## config.mk

```make
export PLATFORM = sky130hd
export DESIGN_NAME = alu_arbiter_flat
export DESIGN_NICKNAME = d
export VERILOG_FILES = /design/src/rtl/alu_pkg.sv /design/src/rtl/alu_arbiter_if.sv /design/src/rtl/alu_core.sv /design/src/rtl/alu_arbiter.sv /design/src/flat_wrapper.sv
export SDC_FILE = /design/constraint.sdc
export NUM_CORES = 1
export LEC_CHECK = 0
export CAP_MARGIN = 0
export CELL_PAD_IN_SITES_DETAIL_PLACEMENT = 0
export CELL_PAD_IN_SITES_GLOBAL_PLACEMENT = 1
export CORE_MARGIN = 2
export CORE_UTILIZATION = 43
export CTS_BUF_LIST = sky130_fd_sc_hd__clkbuf_8 sky130_fd_sc_hd__clkbuf_16
export CTS_CLUSTER_SIZE = 8
export DETAILED_ROUTE_END_ITERATION = 6
export DONT_BUFFER_PORTS = 1
export PLACE_DENSITY_LB_ADDON = 0.25
export SLEW_MARGIN = 20
export SYNTH_ARGS = -nofsm -noshare
export SYNTH_HDL_FRONTEND = slang
export SYNTH_HIERARCHICAL = 1
export SYNTH_SLANG_ARGS = --single-unit
```

## constraint.sdc

```tcl
create_clock -name clk -period 4.4 [get_ports clk]
set_input_delay 0.44 -clock clk [delete_from_list [all_inputs] [get_ports clk]]
set_output_delay 0.44 -clock clk [all_outputs]
set_load 0.05 [all_outputs]
```

## src/rtl/alu_pkg.sv

```systemverilog
// Shared constants for the two-requester ALU arbiter: select codes, default widths
// and requester IDs.
package alu_pkg;

  localparam int ALU_WIDTH = 32;
  localparam int ALU_SEL_W = 3;

  localparam logic [2:0] ALU_ADD  = 3'b000;
  localparam logic [2:0] ALU_SUB  = 3'b001;
  localparam logic [2:0] ALU_AND  = 3'b010;
  localparam logic [2:0] ALU_OR   = 3'b011;
  localparam logic [2:0] ALU_SLTU = 3'b100;

  localparam logic REQ0 = 1'b0;
  localparam logic REQ1 = 1'b1;

  typedef enum logic {
    SLOT_EMPTY = 1'b0,
    SLOT_FULL  = 1'b1
  } slot_state_e;

endpackage

```

## src/rtl/alu_arbiter_if.sv

```systemverilog
// Request/response channels for both requesters of the shared ALU.
interface alu_arbiter_if #(
  parameter int WIDTH = 32,
  parameter int SEL_W = 3
);

  logic             req0_valid, req1_valid;
  logic             req0_ready, req1_ready;
  logic [WIDTH-1:0] req0_a, req0_b, req1_a, req1_b;
  logic [SEL_W-1:0] req0_sel, req1_sel;
  logic             rsp0_valid, rsp1_valid;
  logic             rsp0_ready, rsp1_ready;
  logic [WIDTH-1:0] rsp0_result, rsp1_result;
  logic             rsp0_zero, rsp1_zero;

  modport master (
    output req0_valid, req1_valid, req0_a, req0_b, req1_a, req1_b,
           req0_sel, req1_sel, rsp0_ready, rsp1_ready,
    input  req0_ready, req1_ready, rsp0_valid, rsp1_valid,
           rsp0_result, rsp1_result, rsp0_zero, rsp1_zero
  );

  modport slave (
    input  req0_valid, req1_valid, req0_a, req0_b, req1_a, req1_b,
           req0_sel, req1_sel, rsp0_ready, rsp1_ready,
    output req0_ready, req1_ready, rsp0_valid, rsp1_valid,
           rsp0_result, rsp1_result, rsp0_zero, rsp1_zero
  );

endinterface

```

## src/rtl/alu_core.sv

```systemverilog
// Combinational ALU: add, sub, and, or, unsigned less-than; unused selects give 0.
module alu_core
  import alu_pkg::*;
#(
  parameter int WIDTH = ALU_WIDTH,
  parameter int SEL_W = ALU_SEL_W
) (
  input  logic [WIDTH-1:0] data1,
  input  logic [WIDTH-1:0] data2,
  input  logic [SEL_W-1:0] sel,
  output logic [WIDTH-1:0] result,
  output logic             zero
);

  always_comb begin
    result = '0;
    case (sel)
      SEL_W'(ALU_ADD):  result = data1 + data2;
      SEL_W'(ALU_SUB):  result = data1 - data2;
      SEL_W'(ALU_AND):  result = data1 & data2;
      SEL_W'(ALU_OR):   result = data1 | data2;
      SEL_W'(ALU_SLTU): result = {{(WIDTH-1){1'b0}}, (data1 < data2)};
      default:          result = '0;
    endcase
  end

  assign zero = (result == '0);

endmodule

```

## src/rtl/alu_arbiter.sv

```systemverilog
// Round-robin arbiter sharing one ALU between two requesters, with a one-entry
// result slot that returns each result on the owner's response channel.
module alu_arbiter
  import alu_pkg::*;
#(
  parameter int WIDTH = ALU_WIDTH,
  parameter int SEL_W = ALU_SEL_W
) (
  input  logic          clk,
  input  logic          rst_n,
  alu_arbiter_if.slave  bus
);

  slot_state_e      state_q, state_d;
  logic             owner_q, owner_d;
  logic             last_grant_q, last_grant_d;
  logic [WIDTH-1:0] result_q, result_d;
  logic             zero_q, zero_d;

  logic             owner_rsp_ready;
  logic             slot_free;
  logic             grant;
  logic             xfer;
  logic [WIDTH-1:0] alu_a, alu_b, alu_result;
  logic [SEL_W-1:0] alu_sel;
  logic             alu_zero;

  // A full slot frees up on the same edge its owner consumes it.
  assign owner_rsp_ready = (owner_q == REQ1) ? bus.rsp1_ready : bus.rsp0_ready;
  assign slot_free       = (state_q == SLOT_EMPTY) || owner_rsp_ready;

  always_comb begin
    grant = ~last_grant_q;
    if (bus.req0_valid && bus.req1_valid) grant = ~last_grant_q;
    else if (bus.req1_valid)              grant = REQ1;
    else if (bus.req0_valid)              grant = REQ0;
  end

  assign bus.req0_ready = rst_n & slot_free & (grant == REQ0);
  assign bus.req1_ready = rst_n & slot_free & (grant == REQ1);
  assign xfer = (grant == REQ1) ? (bus.req1_valid & bus.req1_ready)
                                : (bus.req0_valid & bus.req0_ready);

  assign alu_a   = (grant == REQ1) ? bus.req1_a   : bus.req0_a;
  assign alu_b   = (grant == REQ1) ? bus.req1_b   : bus.req0_b;
  assign alu_sel = (grant == REQ1) ? bus.req1_sel : bus.req0_sel;

  alu_core #(
    .WIDTH (WIDTH),
    .SEL_W (SEL_W)
  ) u_alu_core (
    .data1  (alu_a),
    .data2  (alu_b),
    .sel    (alu_sel),
    .result (alu_result),
    .zero   (alu_zero)
  );

  always_comb begin
    state_d      = state_q;
    owner_d      = owner_q;
    last_grant_d = last_grant_q;
    result_d     = result_q;
    zero_d       = zero_q;
    if (xfer) begin
      state_d      = SLOT_FULL;
      owner_d      = grant;
      last_grant_d = grant;
      result_d     = alu_result;
      zero_d       = alu_zero;
    end else if ((state_q == SLOT_FULL) && owner_rsp_ready) begin
      state_d = SLOT_EMPTY;
    end
  end

  // last_grant resets to 1 so requester 0 wins the first tie.
  always_ff @(posedge clk or negedge rst_n) begin
    if (!rst_n) begin
      state_q      <= SLOT_EMPTY;
      owner_q      <= REQ0;
      last_grant_q <= REQ1;
      result_q     <= '0;
      zero_q       <= 1'b0;
    end else begin
      state_q      <= state_d;
      owner_q      <= owner_d;
      last_grant_q <= last_grant_d;
      result_q     <= result_d;
      zero_q       <= zero_d;
    end
  end

  assign bus.rsp0_valid  = (state_q == SLOT_FULL) && (owner_q == REQ0);
  assign bus.rsp1_valid  = (state_q == SLOT_FULL) && (owner_q == REQ1);
  assign bus.rsp0_result = bus.rsp0_valid ? result_q : '0;
  assign bus.rsp1_result = bus.rsp1_valid ? result_q : '0;
  assign bus.rsp0_zero   = bus.rsp0_valid & zero_q;
  assign bus.rsp1_zero   = bus.rsp1_valid & zero_q;

endmodule

```

## src/flat_wrapper.sv

```systemverilog
// flat-port wrapper written by rule: the top's interface ports become plain ports
module alu_arbiter_flat import alu_pkg::*;
#(
  parameter int WIDTH = ALU_WIDTH,
  parameter int SEL_W = ALU_SEL_W
)
  (clk, rst_n, bus_req0_valid, bus_req1_valid, bus_req0_a, bus_req0_b, bus_req1_a, bus_req1_b, bus_req0_sel, bus_req1_sel, bus_rsp0_ready, bus_rsp1_ready, bus_req0_ready, bus_req1_ready, bus_rsp0_valid, bus_rsp1_valid, bus_rsp0_result, bus_rsp1_result, bus_rsp0_zero, bus_rsp1_zero);
  alu_arbiter_if #(.WIDTH(WIDTH), .SEL_W(SEL_W)) bus_i ();
  input  logic clk;
  input  logic rst_n;
  input wire logic [$bits(bus_i.req0_valid)-1:0] bus_req0_valid;
  input wire logic [$bits(bus_i.req1_valid)-1:0] bus_req1_valid;
  input wire logic [$bits(bus_i.req0_a)-1:0] bus_req0_a;
  input wire logic [$bits(bus_i.req0_b)-1:0] bus_req0_b;
  input wire logic [$bits(bus_i.req1_a)-1:0] bus_req1_a;
  input wire logic [$bits(bus_i.req1_b)-1:0] bus_req1_b;
  input wire logic [$bits(bus_i.req0_sel)-1:0] bus_req0_sel;
  input wire logic [$bits(bus_i.req1_sel)-1:0] bus_req1_sel;
  input wire logic [$bits(bus_i.rsp0_ready)-1:0] bus_rsp0_ready;
  input wire logic [$bits(bus_i.rsp1_ready)-1:0] bus_rsp1_ready;
  output wire logic [$bits(bus_i.req0_ready)-1:0] bus_req0_ready;
  output wire logic [$bits(bus_i.req1_ready)-1:0] bus_req1_ready;
  output wire logic [$bits(bus_i.rsp0_valid)-1:0] bus_rsp0_valid;
  output wire logic [$bits(bus_i.rsp1_valid)-1:0] bus_rsp1_valid;
  output wire logic [$bits(bus_i.rsp0_result)-1:0] bus_rsp0_result;
  output wire logic [$bits(bus_i.rsp1_result)-1:0] bus_rsp1_result;
  output wire logic [$bits(bus_i.rsp0_zero)-1:0] bus_rsp0_zero;
  output wire logic [$bits(bus_i.rsp1_zero)-1:0] bus_rsp1_zero;
  assign bus_i.req0_valid = bus_req0_valid;
  assign bus_i.req1_valid = bus_req1_valid;
  assign bus_i.req0_a = bus_req0_a;
  assign bus_i.req0_b = bus_req0_b;
  assign bus_i.req1_a = bus_req1_a;
  assign bus_i.req1_b = bus_req1_b;
  assign bus_i.req0_sel = bus_req0_sel;
  assign bus_i.req1_sel = bus_req1_sel;
  assign bus_i.rsp0_ready = bus_rsp0_ready;
  assign bus_i.rsp1_ready = bus_rsp1_ready;
  assign bus_req0_ready = bus_i.req0_ready;
  assign bus_req1_ready = bus_i.req1_ready;
  assign bus_rsp0_valid = bus_i.rsp0_valid;
  assign bus_rsp1_valid = bus_i.rsp1_valid;
  assign bus_rsp0_result = bus_i.rsp0_result;
  assign bus_rsp1_result = bus_i.rsp1_result;
  assign bus_rsp0_zero = bus_i.rsp0_zero;
  assign bus_rsp1_zero = bus_i.rsp1_zero;
  alu_arbiter #(.WIDTH(WIDTH), .SEL_W(SEL_W)) u_core (.clk(clk), .rst_n(rst_n), .bus(bus_i));
endmodule
```

==> run summary <==
most used cell, CP -> buf_4
first-pass GRT wire length -> 44,400 um
nets -> 1,543
failing checks -> negative setup slack
via/cell ratio -> 5.87
final wirelength -> 28,600 um
WP data required -> 4.62 ns
Final Setup Violations -> 1
# DRC -> 0
syn_area_per_cell -> 7.53 um2
final worst path period share -> 103%
WL/cell -> 18.6 um
core area -> 18,600 um2
Num CTS Buffers -> 5
initial antenna violation count -> 0
Synth top area share -> 15.5%
fmax -> 0.220 GHz
HPWL after DPL -> 22,700 um
total global routing overflow -> 0
minimum clock period -> 4.54 ns
CTS tree -> done
via count -> 9,010
Post-synth EDFFs -> 0
placed cell count -> 1,512
worst hold path class -> in2reg
CP endpoint kind -> flip-flop
n_diodes -> 0
Worst-Skew Late Latency -> 0.28 ns
hold-critical path endpoint -> u_core/last_grant_q
Hold Violations, Final -> 0
Worst Hold Depth -> 1
register area share after synthesis -> 11.1%
H-tree depth -> 2
DRT antenna net count -> 0
clock-pin slew on the worst setup and hold paths -> 0.05 ns
unrepaired setup endpoints after global routing -> yes
Synth area leaders -> ha_1 (16%), mux2_2 (13%), dfrtp_1 (11%), a21oi_1 (5.4%), inv_1 (4.7%)
Max-slew headroom -> 29.3%
outcome -> finished with violations
max cap viols -> 0
Tot Pwr -> 5.66 mW
max-slew violations -> 0
Synth area leader -> ha_1
Finished Layout Cells -> 1,535
Async SR Flop Fraction -> 100%
Site Rows -> 50
CTS root buf -> clkbuf_16
delay-heaviest family, CP -> simple AND/OR/NAND/NOR gates
R2R Setup Slk -> -0.14 ns
slowest CP cell -> dfstp_2
Iteration-0 DRC Markers -> 677
Die X -> 142 um
Worst R2R Path Depth -> 21
Area growth, synth to finish -> 32.5%
vias in the first global route -> 8,599
skew final -> 0.00379 ns
CTS max path bufs -> 2
synthesized instance count -> 1,081
worst min-delay path startpoint -> rst_n
worst r2r src -> u_core/last_grant_q
Ports -> 210
layout cells sized above 1 -> 35.4%
largest net degree at the start of global routing -> 73
power density over the cells -> 525 nW/um2
die area -> 20,100 um2
worst hold slack -> 0.344 ns
Worst setup SP type -> flip-flop
r2r endpoint -> u_core/zero_q
Initial Util -> 43.7%
Synth cell types -> 86
CP bufs+invs -> 6
Crit Path Category -> reg2reg
measured slew at the worst slew-check pin -> 1.06 ns
syn_nets -> 1,324
slowest stage delay, CP -> 0.54 ns
GRT Resource Usage Total -> 27.5%
CP Cell Sequence -> maj3_4 -> buf_12 -> mux2_2 -> inv_1 -> ha_1 -> buf_4 -> nand4_1 -> buf_4 -> nor3_4 -> a221oi_2 -> buf_4 -> a31oi_2 -> buf_4 -> o2bb2ai_2 -> mux2i_1 -> nand3_2 -> nor4_4 -> nand4b_1 -> nor4_2 -> o311a_1 -> mux2_2
total iterations of the first detailed-routing run -> 7
clock sinks -> 36
die height -> 142 um
count of input and output buffers -> 0
maximum vdd ir drop -> 0.251 mV
Final Core Density -> 57.9%
commonest cells in the netlist -> ha_1 (101), inv_1 (101), mux2_2 (92)
#FFs+latches synth -> 36
Synthesis Warnings -> 6
CP Data Arrival Time -> 4.76 ns
dpl ws -> -0.431 ns
Worst Slack Setup Final -> -0.140 ns
Primary FF master, synth -> dfrtp_1
largest fanout on the critical path -> 16
Synth Cell Area -> 8140 um2
Final GP Congestion -> 0.994
Pleak -> 5.18 nW
flip-flops by register name (all words and copies together), names as in the netlist:
register             cells
u_core/owner_q           1
u_core/state_q           1
u_core/zero_q            1
u_core/result_q         32
u_core/last_grant_q      1
worst max-delay path by stage:
stage	startpoint	end	slack, ns	cells after the start
2_1_floorplan	u_core/last_grant_q	u_core/zero_q	0.03	17
3_3_place_gp	u_core/last_grant_q	u_core/zero_q	-0.41	19
3_5_place_dp	u_core/last_grant_q	u_core/zero_q	-0.43	19
4_1_cts	u_core/last_grant_q	u_core/zero_q	-0.11	20
5_1_grt	u_core/last_grant_q	u_core/zero_q	-0.34	21
6_report	u_core/last_grant_q	u_core/zero_q	-0.14	21
cells in the final DEF (no fill, tap or decap), drive strengths merged, types with 35 or more instances in the layout:
| cell | Yosys | layout |
|---|---|---|
| nor2 | 72 | 72 |
| and3 | 36 | 36 |
| dfrtp | 35 | 35 |
| mux2 | 100 | 100 |
| and2 | 38 | 38 |
| buf | 30 | 276 |
| ha | 101 | 101 |
| inv | 102 | 103 |
| nand2 | 66 | 66 |
| a21oi | 90 | 90 |
| o21ai | 60 | 60 |
cells by family after synthesis:
group                    Yosys count  share of synthesized area (%)
AO/OA/AOI/OAI                    311                           25.5
AND/OR/NAND/NOR                  342                           21.9
adder cells (fa/ha/maj)          104                           16.1
XOR/XNOR                          11                           1.18
buffers and inverters            167                           8.53
multiplexers                     110                           15.7
flip-flops                        36                           11.1
what timing repair did:
item	4_1_cts	5_1_grt
hold buffers	2	0
setup endpoints to repair	6	8
gates resized for setup	41	34
hold endpoints to repair	35	0
buffers inserted	7	5
pin swaps	8	11
gates cloned	1	0
through the flow:
step           setup TNS, ns  instance area [um2]
4_1_cts               -0.106                10600
5_1_grt               -0.622                10800
6_report              -0.140                10800
3_5_place_dp          -0.843                10100
3_3_place_gp          -0.629                10100
2_1_floorplan              0                 8140
report_power, final:
group | switching, mW | internal (mW)
clock network | 0.133 | 0.264
registers | 0.146 | 0.485
logic | 2.62 | 2.01
total | 2.90 | 2.76
final cells by class:
type | count | area [um2]
Sequential cell | 36 | 902
Clock buffer | 5 | 125
Timing Repair Buffer | 277 | 2170
Multi-Input combinational cell | 878 | 6870
Clock inverter | 3 | 38.8
Inverter | 102 | 383
Tap cell | 234 | 293
Fill cell | 1803 | 7860
per-layer routing:
layer	vias up	global-route usage [%]	share of wire [%]
li1	4366	-	-
met1	4222	34.1	41
met2	345	48.5	49
met3	77	3.24	6.2
met4	0	11.4	4.4
met5	-	0	0
Note: power is estimated with default switching activity, not from simulation.
